[config.mk]
export PLATFORM = sky130hd
export DESIGN_NAME = dig_slot_arbiter
export DESIGN_NICKNAME = d
export VERILOG_FILES = /design/src/rtl/dig_arb_pkg.sv /design/src/rtl/dig_slot_arbiter_rr_pick.sv /design/src/rtl/dig_slot_arbiter.sv
export SDC_FILE = /design/constraint.sdc
export NUM_CORES = 1
export LEC_CHECK = 0
export ABC_CLOCK_PERIOD_IN_PS = 1600
export CORE_MARGIN = 3
export CORE_UTILIZATION = 48
export DETAILED_ROUTE_END_ITERATION = 10
export PLACE_DENSITY = 0.74
export SYNTH_ARGS = -nofsm -noshare
export SYNTH_HDL_FRONTEND = slang
export SYNTH_SLANG_ARGS = --single-unit
[constraint.sdc]
create_clock -name clk -period 1.6 [get_ports clk]
set_input_delay 0.32 -clock clk [delete_from_list [all_inputs] [get_ports clk]]
set_output_delay 0.32 -clock clk [all_outputs]
set_load 0.01 [all_outputs]
[src/rtl/dig_arb_pkg.sv]
// Shared types for the dig slot arbiter: FSM states and counter widths.
package dig_arb_pkg;

    localparam int ACK_W  = 3;
    localparam int HOLD_W = 8;
    localparam int COOL_W = 4;

    typedef enum logic [1:0] {
        IDLE,
        GRANTED,
        HOLD,
        COOL
    } arb_state_t;

endpackage

[src/rtl/dig_slot_arbiter_rr_pick.sv]
// Combinational round-robin picker: first set req bit after rr_ptr, wrapping.
module rr_pick #(
    parameter int N = 4,
    parameter int W = $clog2(N)
) (
    input  logic [N-1:0] req,
    input  logic [W-1:0] rr_ptr,
    output logic [W-1:0] winner,
    output logic         any
);

    logic [W-1:0] idx;

    always_comb begin
        winner = '0;
        any    = 1'b0;
        idx    = '0;
        for (int i = 1; i <= N; i++) begin
            idx = W'((int'(rr_ptr) + i) % N);
            if (!any && req[idx]) begin
                any    = 1'b1;
                winner = idx;
            end
        end
    end

endmodule

[src/rtl/dig_slot_arbiter.sv]
// Single dig slot arbiter with ack/hold watchdogs.
// Optional post-release cooldown: define DIG_ARB_COOLDOWN_EN.
module dig_slot_arbiter #(
    parameter int N_AGENTS = 4,
    parameter int ACK_WIN  = 2,
    parameter int MAX_HOLD = 31,
    parameter int COOLDOWN = 3
) (
    input  logic                        clk,
    input  logic                        areset,
    input  logic [N_AGENTS-1:0]         req,
    input  logic [N_AGENTS-1:0]         busy,
    output logic [N_AGENTS-1:0]         grant,
    output logic [$clog2(N_AGENTS)-1:0] owner,
    output logic                        active,
    output logic                        timeout
);

    import dig_arb_pkg::*;

    localparam int OW = $clog2(N_AGENTS);
    localparam logic [ACK_W-1:0]  ACK_LAST  = ACK_W'(ACK_WIN - 1);
    localparam logic [HOLD_W-1:0] HOLD_LAST = HOLD_W'(MAX_HOLD - 1);

    if (N_AGENTS < 2 || N_AGENTS > 16 || ACK_WIN < 1 || ACK_WIN > 7 ||
        MAX_HOLD < 1 || MAX_HOLD > 255 || COOLDOWN < 1 || COOLDOWN > 15)
    begin : g_bad_cfg
        $error("dig_slot_arbiter: parameter out of range");
    end

    arb_state_t          state_q, state_d;
    logic [N_AGENTS-1:0] grant_q, grant_d;
    logic [OW-1:0]       owner_q, owner_d;
    logic [OW-1:0]       rr_q, rr_d;
    logic [ACK_W-1:0]    ack_q, ack_d;
    logic [HOLD_W-1:0]   hold_q, hold_d;
    logic                timeout_q, timeout_d;
    logic                active_q;
    logic                rel;
    logic [OW-1:0]       winner;
    logic                any;

`ifdef DIG_ARB_COOLDOWN_EN
    localparam logic [COOL_W-1:0] COOL_LAST = COOL_W'(COOLDOWN - 1);
    logic [COOL_W-1:0] cool_q, cool_d;
`endif

    rr_pick #(
        .N (N_AGENTS),
        .W (OW)
    ) u_pick (
        .req    (req),
        .rr_ptr (rr_q),
        .winner (winner),
        .any    (any)
    );

    always_comb begin
        state_d   = state_q;
        grant_d   = grant_q;
        owner_d   = owner_q;
        rr_d      = rr_q;
        ack_d     = ack_q;
        hold_d    = hold_q;
        timeout_d = 1'b0;
        rel       = 1'b0;
`ifdef DIG_ARB_COOLDOWN_EN
        cool_d    = cool_q;
`endif
        unique case (state_q)
            IDLE: begin
                ack_d  = '0;
                hold_d = '0;
                if (any) begin
                    owner_d         = winner;
                    rr_d            = winner;
                    grant_d         = '0;
                    grant_d[winner] = 1'b1;
                    state_d         = GRANTED;
                end
            end
            GRANTED: begin
                if (busy[owner_q]) begin
                    state_d = HOLD;
                    hold_d  = '0;
                end else if (ack_q >= ACK_LAST) begin
                    rel       = 1'b1;
                    timeout_d = 1'b1;
                end else begin
                    ack_d = ack_q + 1'b1;
                end
            end
            HOLD: begin
                if (!busy[owner_q]) begin
                    rel = 1'b1;
                end else if (hold_q >= HOLD_LAST) begin
                    rel       = 1'b1;
                    timeout_d = 1'b1;
                end else begin
                    hold_d = hold_q + 1'b1;
                end
            end
            COOL: begin
`ifdef DIG_ARB_COOLDOWN_EN
                if (cool_q >= COOL_LAST) begin
                    state_d = IDLE;
                end else begin
                    cool_d = cool_q + 1'b1;
                end
`else
                state_d = IDLE;
`endif
            end
            default: state_d = IDLE;
        endcase
        // every release path funnels through here so grant never skips IDLE
        if (rel) begin
            grant_d = '0;
`ifdef DIG_ARB_COOLDOWN_EN
            state_d = COOL;
            cool_d  = '0;
`else
            state_d = IDLE;
`endif
        end
    end

    always_ff @(posedge clk or posedge areset) begin
        if (areset) begin
            state_q   <= IDLE;
            grant_q   <= '0;
            owner_q   <= '0;
            rr_q      <= OW'(N_AGENTS - 1);
            ack_q     <= '0;
            hold_q    <= '0;
            timeout_q <= 1'b0;
            active_q  <= 1'b0;
`ifdef DIG_ARB_COOLDOWN_EN
            cool_q    <= '0;
`endif
        end else begin
            state_q   <= state_d;
            grant_q   <= grant_d;
            owner_q   <= owner_d;
            rr_q      <= rr_d;
            ack_q     <= ack_d;
            hold_q    <= hold_d;
            timeout_q <= timeout_d;
            active_q  <= |grant_d;
`ifdef DIG_ARB_COOLDOWN_EN
            cool_q    <= cool_d;
`endif
        end
    end

    assign grant   = grant_q;
    assign owner   = owner_q;
    assign active  = active_q;
    assign timeout = timeout_q;

endmodule

==> impl_results.md <==
* Status: finished, violations left
* Failing checks: setup timing
* GR Util met2 at 0.382
* Reg2reg end: hold_q[1]
* Area delta synth->final at 50.0%
* Total iterations of the first detailed-routing run at 4
* Worst-Margin Slew at 0.333 ns
* Sequential area share after synthesis at 0.432
* Ant diodes at 0
* CTS clock-pin slew for the worst setup and hold paths at 0.13 ns
* Final WL at 3270 um
* HP Class: input pin to asynchronous set/reset pin
* Die Ht at 58.8 um
* Leakage at 0.976 nW
* Htree depth at 1
* Vias in the first global route at 1232
* Initial Util at 0.521
* Critical path data required time at 1.83 ns
* DIE AREA at 3460 um^2
* Setup crit end: hold_q[1]
* Multi-input gate area at 831 um^2
* Final Hold Fails at 0
* Final setup margin at -0.0743 ns
* Max transition margin at 0.776
* Startpoint Class: flip-flop
* Prevailing post-synth register cell: dfrtp_1
* Core Region at 2570 um^2
* First-pass GRT wire length at 5400 um
* Synth warnings at 0
* Number of synthesized flops with an enable pin at 0
* Max-cap viol count at 0
* Tmin final at 1.67 ns
* Storage cell area at 582 um^2
* Wire per inst at 15.3 um
* Vias per std cell at 5.52
* Worst-case clock buffer depth at 2
* I/O pins at 18
* Leading cell types by total area after synthesis: dfrtp_1 39%, ha_1 8.4%, dfstp_2 3.9%, nand2_1 3.1%, a21oi_1 3.0%
* DP Worst Slack at -0.351 ns
* Layout cells sized above 1 at 0.424
* Met3 Usage GRT at 0.0373
* Pwr Density at 1710 nW/um^2
* Largest net degree at the start of global routing at 24
* Post-DP HPWL at 2340 um
* Crit Path Category: flip-flop to flip-flop
* Fmax at 0.597 GHz
* Reg-to-Reg Start: owner[1]
* Worst vdd ir at 0.00121 V
* Final #Nets at 204
* Setup slack, reg-to-reg at -0.07 ns
* Critical path peak fanout at 4
* Routed vias at 1182
* Filler instances at 168
* GRT Total Usage at 0.207
* Cell variety after synth at 37
* Post-DRT Antenna Nets at 0
* Die X at 58.8 um
* Fin Setup TNS at -0.603 ns
* Mean Syn Cell Area at 10.8 um^2
* Area of the mapped netlist at 1340 um^2
* Critical Path Source: owner[1]
* Placer Congestion at 0.849
* Final worst-path cycle share at 1.05
* Sink Count at 23
* Async set or reset register ratio after synthesis at 1.00
* CTS tree: built
* # setup viols final at 11
* TritonCTS Buffers at 3
* Iteration-0 DRC Markers at 8
* Post-Syn Instances at 124
* Critical Path AT at 1.90 ns
* Cell type with the largest total area after synthesis: dfrtp_1
* Initial antenna violation count at 0
* Most used routing layer in global routing: met2
* Fin. max-slew vios at 0
* Unrepaired setup endpoints after global routing: true
* Reg2Reg Depth at 5
* Clock root buffer: clkbuf_4
* Worst skew pair latency at 0.32 ns
* Total congestion overflow at 0
* IO Port Bufs at 17
* # rows at 18
* Area share of the largest cell type after synthesis at 0.393
* Met1 global-route usage at 0.223
* Worst Skew at 0.00282 ns
* Seq cells post-synth at 23
* Post-route DRC at 0
* Mapped Nets at 143
* Worst setup EP type: flip-flop
[metal layers]
metal  vias to the layer above  share of wire
li1                        570              -
met2                        37           0.55
met4                         0          0.031
met1                       562           0.38
met5                         -              0
met3                        13          0.042
[worst min path at each step]
stage,from,to,slack [ns],cells after the start
floorplan,areset,ack_q[0],0.32,1
global placement,hold_q[6],hold_q[6],0.47,1
detailed placement,hold_q[6],hold_q[6],0.48,1
CTS,areset,grant[3],0.33,3
global route,areset,grant[3],0.34,3
finish,areset,grant[0],0.32,3
[cell families (layout without fill, tap and decap cells)]
group           count (synthesis)  count (layout)  synth area share
compound gates                 27              27             0.156
xor+xnor                        3               3            0.0196
fa+ha+maj                       9               9            0.0841
buf+inv                         8              68            0.0234
flops                          23              23             0.432
mux                             7               7            0.0710
simple gates                   47              47             0.214
[synthesized netlist by cell type (all sizes together) (3+ instances only)]
cell / n
dfrtp: 21
a22oi: 4
nor2: 11
inv: 7
nor2b: 6
mux2: 4
xnor2: 3
o21a: 4
a21oi: 8
nor3: 6
nand2: 11
ha: 9
and2b: 3
[flip-flops by register name, indices dropped and copies added (netlist names)]
name     count
ack_q        3
active       1
grant        4
hold_q       8
owner        2
rr_q         2
state_q      2
timeout      1
[timing repair]
item | 4_1_cts | 5_1_grt
pin swaps | 6 | 13
gates resized for setup | 9 | 20
hold buffers | 0 | 0
cloned | 0 | 0
setup buffers | 6 | 6
setup endpoints to repair | 20 | 23
[power by group]
part           total, mW  switching, mW  internal [mW]
logic               2.22           1.02           1.21
registers          0.920          0.148          0.772
clock network      0.286          0.190         0.0957
total               3.43           1.36           2.07
[stage by stage]
stage          hold slack [ns]  total power, mW  instances   util  area (um^2)
2_1_floorplan            0.320             1.97        124      -         1360
3_3_place_gp             0.473             2.71        199  0.698         1790
3_5_place_dp             0.483             2.80        199  0.698         1790
4_1_cts                  0.326             3.19        209  0.736         1890
5_1_grt                  0.339             3.68        214  0.782         2010
6_report                 0.316             3.43        214  0.782         2010
[layout by cell type (no fill, tap or decap), types with 4 or more instances in the layout]
master,netlist,layout
a21oi_1,8,5
dlymetal6s2s_1,0,4
a22oi_1,4,4
nor2_1,10,10
ha_1,9,7
clkdlybuf4s50_1,0,11
buf_4,0,36
o21a_1,4,4
inv_1,7,5
nand2_1,11,9
dfrtp_1,21,18
nor2b_1,6,5
[area by class of cell]
cell class              count  share of cell area
flip-flops and latches     23               0.290
multi-input cells          93               0.414
clock inverters             1             0.00374
well taps                  30              0.0187
clock buffers               3              0.0112
repair buffers             57               0.250
inverters                   7              0.0131
[worst max-delay path, stage by stage (launching register included)]
cell	delay, ns
dfrtp_2	0.46
mux2_4	0.32
o22ai_4	0.24
nor3_4	0.07
o21bai_4	0.19
mux2_4	0.30
No activity file was read; power rests on OpenSTA's default activity.
